<file path="src/rtl/decode_stage.sv">
// Registered decode stage for the 16-bit SIMPLE-style core.
// Splits instruction fields, classifies the operation and sign-extends the displacement.
module decode_stage #(
    parameter int DATA_W      = 16,
    parameter int PC_W        = 16,
    parameter bit HALT_STICKY = 1'b1
) (
    input  logic              clk,
    input  logic              rst,
    input  logic              flush,
    input  logic              in_valid,
    output logic              in_ready,
    input  logic [15:0]       in_instr,
    input  logic [PC_W-1:0]   in_pc,
    output logic              out_valid,
    input  logic              out_ready,
    output logic [PC_W-1:0]   out_pc,
    output logic [1:0]        out_op1,
    output logic [2:0]        out_ra,
    output logic [2:0]        out_rb,
    output logic [3:0]        out_op3,
    output logic [2:0]        out_cond,
    output logic [DATA_W-1:0] out_imm,
    output logic [3:0]        out_shamt,
    output logic [3:0]        out_kind,
    output logic              halted
);

    localparam logic [3:0] K_ALU     = 4'd0;
    localparam logic [3:0] K_SHIFT   = 4'd1;
    localparam logic [3:0] K_IN      = 4'd2;
    localparam logic [3:0] K_OUT     = 4'd3;
    localparam logic [3:0] K_HALT    = 4'd4;
    localparam logic [3:0] K_LD      = 4'd5;
    localparam logic [3:0] K_ST      = 4'd6;
    localparam logic [3:0] K_LI      = 4'd7;
    localparam logic [3:0] K_B       = 4'd8;
    localparam logic [3:0] K_BCOND   = 4'd9;
    localparam logic [3:0] K_ILLEGAL = 4'd15;

    logic [1:0]        op1;
    logic [2:0]        op2;
    logic [3:0]        op3;
    logic [3:0]        kind;
    logic [DATA_W-1:0] imm_ext;
    logic              take;

    assign op1     = in_instr[15:14];
    assign op2     = in_instr[13:11];
    assign op3     = in_instr[7:4];
    assign imm_ext = DATA_W'($signed(in_instr[7:0]));

    assign in_ready = !halted && (!out_valid || out_ready);
    assign take     = in_valid && in_ready;

    always_comb begin
        kind = K_ILLEGAL;
        unique case (1'b1)
            op1 == 2'b00: kind = K_LD;
            op1 == 2'b01: kind = K_ST;
            op1 == 2'b10: begin
                case (op2)
                    3'b000:  kind = K_LI;
                    3'b100:  kind = K_B;
                    3'b111:  kind = K_BCOND;
                    default: kind = K_ILLEGAL;
                endcase
            end
            op1 == 2'b11: begin
                case (op3)
                    4'b0000, 4'b0001, 4'b0010, 4'b0011,
                    4'b0100, 4'b0101, 4'b0110: kind = K_ALU;
                    4'b1000, 4'b1001,
                    4'b1010, 4'b1011:          kind = K_SHIFT;
                    4'b1100:                   kind = K_IN;
                    4'b1101:                   kind = K_OUT;
                    4'b1111:                   kind = K_HALT;
                    default:                   kind = K_ILLEGAL;
                endcase
            end
            default: kind = K_ILLEGAL;
        endcase
    end

    // Flush wins over an accepted input; reset wins over both.
    always_ff @(posedge clk) begin
        if (rst) begin
            out_valid <= 1'b0;
            halted    <= 1'b0;
            out_pc    <= '0;
            out_op1   <= '0;
            out_ra    <= '0;
            out_rb    <= '0;
            out_op3   <= '0;
            out_cond  <= '0;
            out_imm   <= '0;
            out_shamt <= '0;
            out_kind  <= '0;
        end else if (flush) begin
            out_valid <= 1'b0;
            halted    <= 1'b0;
        end else if (take) begin
            out_valid <= 1'b1;
            out_pc    <= in_pc;
            out_op1   <= op1;
            out_ra    <= in_instr[13:11];
            out_rb    <= in_instr[10:8];
            out_op3   <= op3;
            out_cond  <= (kind == K_BCOND) ? in_instr[10:8] : 3'd0;
            out_imm   <= imm_ext;
            out_shamt <= in_instr[3:0];
            out_kind  <= kind;
            if (HALT_STICKY && kind == K_HALT)
                halted <= 1'b1;
        end else if (out_valid && out_ready) begin
            out_valid <= 1'b0;
        end
    end

endmodule
</file>
<file path="config.mk">
export PLATFORM = sky130hd
export DESIGN_NAME = decode_stage
export DESIGN_NICKNAME = d
export VERILOG_FILES = /design/src/rtl/decode_stage.sv
export SDC_FILE = /design/constraint.sdc
export NUM_CORES = 1
export LEC_CHECK = 0
export ABC_CLOCK_PERIOD_IN_PS = 2250
export BUFFER_PORTS_ARGS = -buffer_cell sky130_fd_sc_hd__buf_4
export CORE_ASPECT_RATIO = 1.25
export CORE_MARGIN = 2
export CORE_UTILIZATION = 40
export DETAILED_ROUTE_END_ITERATION = 8
export PLACE_DENSITY = 0.73
export SYNTH_ARGS = -nofsm -noshare
export SYNTH_HDL_FRONTEND = slang
export SYNTH_SLANG_ARGS = --single-unit
</file>
<file path="constraint.sdc">
create_clock -name clk -period 2.25 [get_ports clk]
set_input_delay 0.225 -clock clk [delete_from_list [all_inputs] [get_ports clk]]
set_output_delay 0.225 -clock clk [all_outputs]
set_load 0.01 [all_outputs]
</file>
**Yosys cells after proc, flatten, opt, wreduce, memory -nomap -nowiden**

Memories as Yosys holds them, arrays and structs flattened.
Index checks and enable logic that the tools add are counted.

- Bits in latches: 0
- Input port bits: 37
- Bits in registers: 49
- RAM bits: 0
- Logic and storage cells: 37
- Memories: 1
- Bits in read-only memories: 64
- Output and inout port bits: 58

- Multipliers: 0
- Reduce and logical (&&, ||, !) cells: 12
- Magnitude comparators: 0
- Divide/modulo/power cells: 0
- Shift operators: 0
- Bitwise logic cells: 1
- Mux-type cells: 5
- Equal/unequal tests: 7
- $add $sub $neg: 0

Memories:

| memory | words | width | read ports | clocked after Yosys merged registers in | wr ports | RTL line | text |
|---|---|---|---|---|---|---|---|
| (no name shown) | 16 | 4 | 1 | 0 | 0 | 70 | `case (op3)` |

Operators with widths:

| kind | number |
|---|---|
| case mux 4 bit (4 select lines) | 1 |
| case mux 4 bit (3 select lines) | 1 |
| equality test 3 bit, second input constant | 2 |
| equality test 2 bit, second input constant | 2 |
| equality test 4 x 3 -> 1 bit, second input constant | 1 |
| equality test 4 bit, second input constant | 1 |
| AND reduction 2 bit | 2 |
| logical AND 1 bit | 3 |
| zero test 3 bit | 1 |
| 2-to-1 mux 3 bit | 1 |
| equality test 2 x 1 -> 1 bit, second input constant | 1 |
| zero test 1 bit | 2 |
| zero test 2 bit | 1 |
| 2-to-1 mux 1 bit | 2 |
| nonzero test 2 bit | 1 |
| OR reduction 2 bit | 1 |
| logical OR 1 bit | 1 |
| inverter 1 bit | 1 |

**Logic depth before layout (Yosys ltp)**

- Word-level depth: 5
- Mapped depth: 6
- Depth with buffers taken out: 6

**Least setup slack after synthesis**

OpenSTA, ideal clock, no wires.

- Path kind: input to register
- Start: input port in_instr[4]
- End: register halted
- Buffers on the path: 0
- Stages: 6
- Data required time: 2133 ps
- Setup time: 117 ps
- Slack: 701 ps
- Data arrival time: 1433 ps
- Cells stage by stage: inv_1 > ha_1 > and3_2 > o32ai_1 > nor4b_1 > a22o_1

- Cells in the longest elaborated chain, start to end: 4

Ends and longest elaborated chain:

| item | RTL line | text |
|---|---|---|
| start, declared | 13 | `input logic [15:0] in_instr,` |
| memory (16 x 4 bit) | n/a |  |
| case mux 4 bit (4 select lines) | 58 | `unique case (1'b1)` |
| equality test 4 x 3 -> 1 bit | 113 | `if (HALT_STICKY && kind == K_HALT)` |
| AND reduction 2 bit (no source line) | n/a |  |
| end signal, assigned | 89 | `halted <= 1'b0;` |
| end signal, assigned | 101 | `halted <= 1'b0;` |
| end signal, assigned | 114 | `halted <= 1'b1;` |
| end, declared | 26 | `output logic halted` |

No other way between the ends.
A chain may end at the register's enable or synchronous reset.

**Worst setup path after layout**

Same ends and word-level chain as after synthesis.

==> run summary <==
The number of CTS-inserted buffers came out at 5. The net count after synthesis came out at 263. The I/O pin total came out at 95. The initial standard-cell utilization of the core is 41.1%.

The net count of the finished layout is 338. The largest voltage drop on the vdd net came out at 369 µV. The most used flip-flop cell after synthesis is sky130_fd_sc_hd__dfxtp_1.

The post-route fraction of the period consumed by the critical path is 70.5%. The library cell occupying the most area in the post-synthesis netlist is sky130_fd_sc_hd__dfxtp_1. The placed instance area is 2400 µm². Detailed placement ended at an HPWL of 3100 µm. The number of detailed-routing iterations run before antenna repair is 4. Setup repair after global routing left no endpoint under its margin. By area the synthesized netlist is led by sky130_fd_sc_hd__dfxtp_1 (46%), sky130_fd_sc_hd__nand2_1 (14%), sky130_fd_sc_hd__a21oi_1 (9.6%). For the final database, setup skew stands at 0.00354 ns.

The number of antenna violations at the first check in global routing was 0. The area occupied by registers came out at 821 µm². The worst setup path is launched from an input port. The ratio of cells with drive above 1 in the final layout came out at 36.6%. Tracing the worst setup path back leads to its startpoint at in_instr[4].

After clock tree synthesis, the clock-pin slew on the worst setup and hold paths is 0.07 ns. The transition at the pin with the smallest max-transition slack is 0.690 ns. The worst reg2reg path depth is 5. The floorplan die height is 78.5 µm.

In this run the tool buffered the top-level ports with 94 buffer cells. The endpoint of the worst-slack reg-to-reg timing path is out_kind[2]. The core footprint is 4320 µm². The post-route worst hold slack is 0.137 ns. Ranked by instance count, the synthesized netlist is headed by sky130_fd_sc_hd__nand2_1 (66), sky130_fd_sc_hd__dfxtp_1 (41), sky130_fd_sc_hd__a21oi_1 (34), sky130_fd_sc_hd__buf_4 (16), sky130_fd_sc_hd__nor2_1 (10). The total negative setup slack is 0 ns. The root buffer selected by CTS is sky130_fd_sc_hd__clkbuf_8.

The run finished with clean final reports. Once the clock tree was built, the resizer swapped 0 gates to a different size. The combined area of the multi-input logic cells came out at 768 µm². The detailed-route vias per instance is 4.83. The global-route usage over all layers is 18.0%. The last weighted congestion value of the routability-driven placer came out at 0.770.

The max-capacitance violation count is 0. The startpoint identified for the worst register-to-register timing path is halted. The die area came out at 4990 µm². The leakage power is 1.12 nW. The number of distinct library cell variants in the gate-level netlist after synthesis came out at 31.

The worst-case headroom to the max-slew limit came out at 53.8%. STA classifies the critical path endpoint as a flop. The CTS tree is yes.

The worst setup path is of the in2reg kind. The arrival time reported for the critical path endpoint is 1.77 ns. Following the worst setup path forward leads to its endpoint at halted. The number of levels the H-tree was split into is 2. The residual DRC count is 0. The non-filler instance count after layout is 356. The fmax is 630 MHz. The summed instance area of the synthesized netlist came out at 1780 µm². The wire length of the first global-routing pass is 7210 µm. The average wire per standard cell came out at 12.1 µm. In this run the worst path has a maximum fanout of 5. The number of warnings reported in the yosys synthesis log is 0. Data on the critical path is required at its endpoint by 2.43 ns. The fraction of registers with async set or reset after synthesis came out at 0%. Once detail routing completed, the nets flagged for antenna violations numbered 0.

The global route total overflow came out at 0. The number of global-route vias before repair came out at 1697. After synthesis the netlist holds a flip-flop and latch count of 41. The number of buffers between clock root and the deepest sink came out at 2. The number of inserted filler cells in the final layout is 439. The area share of the largest cell type after synthesis is 46.2%. The final wirelength is 4310 µm.

Setup violations remaining at the end of the flow were counted as 0. The number of flops mapped to enable cells by yosys is 0. The reg-to-reg setup timing slack came out at 0.70 ns.

For this block, the via count after detailed routing is 1718. Synthesis produced a netlist whose cell count is 223. The number of hold buffers added after CTS is 0. Clock latency on the worst-skew pair, taken at its later pin, is 0.29 ns.

The final number of max-transition violations came out at 0. The share of the yosys chip area belonging to registers came out at 46.2%. The die is 63.6 µm wide. In this run, the number of DRC markers left after iteration 0 of detailed routing was 32.

The diode insertion count for antenna repair came out at 0. In this run the post-CTS setup repair buffer count came out at 0. The maximum number of pins on one net before global-route repair came out at 46. The number of endpoints with negative hold slack in the final report is 0.

The area growth from synthesis to final layout is 40.2%. The path class of the tightest hold or removal check is in2reg. Among all cell types in the netlist, the one instantiated most often is sky130_fd_sc_hd__nand2_1. The post-route cell area came out at 2490 µm². The placed instance count came out at 349.

After floorplanning, the core was divided into 27 placement rows. The synthesized area per cell is 7.97 µm². The clock net sink count came out at 41. The power density of the placed cells came out at 611 nW/µm². The worst path needs 1.59 ns of the cycle, external delays included.
## layer usage
layer | wire length, µm | up-vias | GRT usage [%]
met2 | 2140 | 65 | 33.3
met5 | 0 | - | 0
met3 | 353 | 6 | 6.02
met1 | 1750 | 778 | 18.8
met4 | 61 | 0 | 5.87
li1 | - | 869 | -
## cells in the final DEF (no fill, tap or decap), types with 2 or more instances in the layout
cell,Yosys,routed
sky130_fd_sc_hd__nor2b_1,2,2
sky130_fd_sc_hd__nor2_1,10,10
sky130_fd_sc_hd__o21ai_1,3,3
sky130_fd_sc_hd__nor3_1,7,6
sky130_fd_sc_hd__mux2i_1,2,2
sky130_fd_sc_hd__ha_1,3,3
sky130_fd_sc_hd__nand4b_1,3,3
sky130_fd_sc_hd__inv_1,2,2
sky130_fd_sc_hd__nand2_1,66,66
sky130_fd_sc_hd__o32ai_1,2,2
sky130_fd_sc_hd__nand2b_1,2,2
sky130_fd_sc_hd__buf_4,16,98
sky130_fd_sc_hd__dfxtp_1,41,41
sky130_fd_sc_hd__a21oi_1,34,34
sky130_fd_sc_hd__nand3b_1,3,3
sky130_fd_sc_hd__clkbuf_8,0,6
## flip-flops by register name, summed over array words and instances, names as in the netlist
signal	count
out_pc	16
out_imm	4
out_kind	4
out_op3	4
out_cond	3
out_ra	3
out_rb	3
out_op1	2
halted	1
out_valid	1
## worst max-delay path, stage by stage
cell and delay [ns]:
sky130_fd_sc_hd__buf_4 0.10, sky130_fd_sc_hd__inv_1 0.04, sky130_fd_sc_hd__ha_1 0.27, sky130_fd_sc_hd__and3_2 0.20
sky130_fd_sc_hd__o32ai_1 0.58, sky130_fd_sc_hd__nor4b_1 0.13, sky130_fd_sc_hd__a22o_1 0.22
## cells by family (layout without fill, tap and decap cells)
group	after synthesis	count (layout)	share of synthesized area, %
xor gates and xnor gates	1	1	0.493
buffers and inverters	32	107	10.8
adders and majority gates	3	3	2.11
DFF	41	41	46.2
muxes	2	2	1.13
AOI/OAI and AO/OA	43	43	13.3
and+or+nand+nor	101	101	25.9
## how the worst min path moves through the flow
stage	slack, ns	endpoint	cells past startpoint	startpoint
4_1_cts	0.13	out_valid	2	flush
3_5_place_dp	0.44	out_valid	2	flush
5_1_grt	0.14	out_valid	2	flush
6_report	0.14	out_valid	2	flush
3_3_place_gp	0.44	out_valid	2	flush
2_1_floorplan	0.30	out_valid	1	flush
## layout make-up
| type | instances | share of cell area (%) |
|---|---|---|
| Sequential cell | 41 | 32.9 |
| Multi-Input combinational cell | 150 | 30.8 |
| Timing Repair Buffer | 98 | 29.5 |
| Clock buffer | 7 | 3.47 |
| Tap cell | 58 | 2.91 |
| Inverter | 2 | 0.301 |
## metrics by stage
stage / power [mW] / worst slack (ns) / util (%)
3_3_place_gp: 1.07 / 0.395 / 55.6
6_report: 1.52 / 0.663 / 57.6
4_1_cts: 1.54 / 0.661 / 57.6
3_5_place_dp: 1.07 / 0.356 / 55.6
5_1_grt: 1.61 / 0.596 / 57.6
2_1_floorplan: 0.936 / 0.701 / -
## power breakdown
group / switching, mW / internal, mW
combinational: 0.133 / 0.138
sequential: 0.0195 / 0.759
clock: 0.228 / 0.243
total: 0.381 / 1.14
No activity file was read; power rests on OpenSTA's default activity.
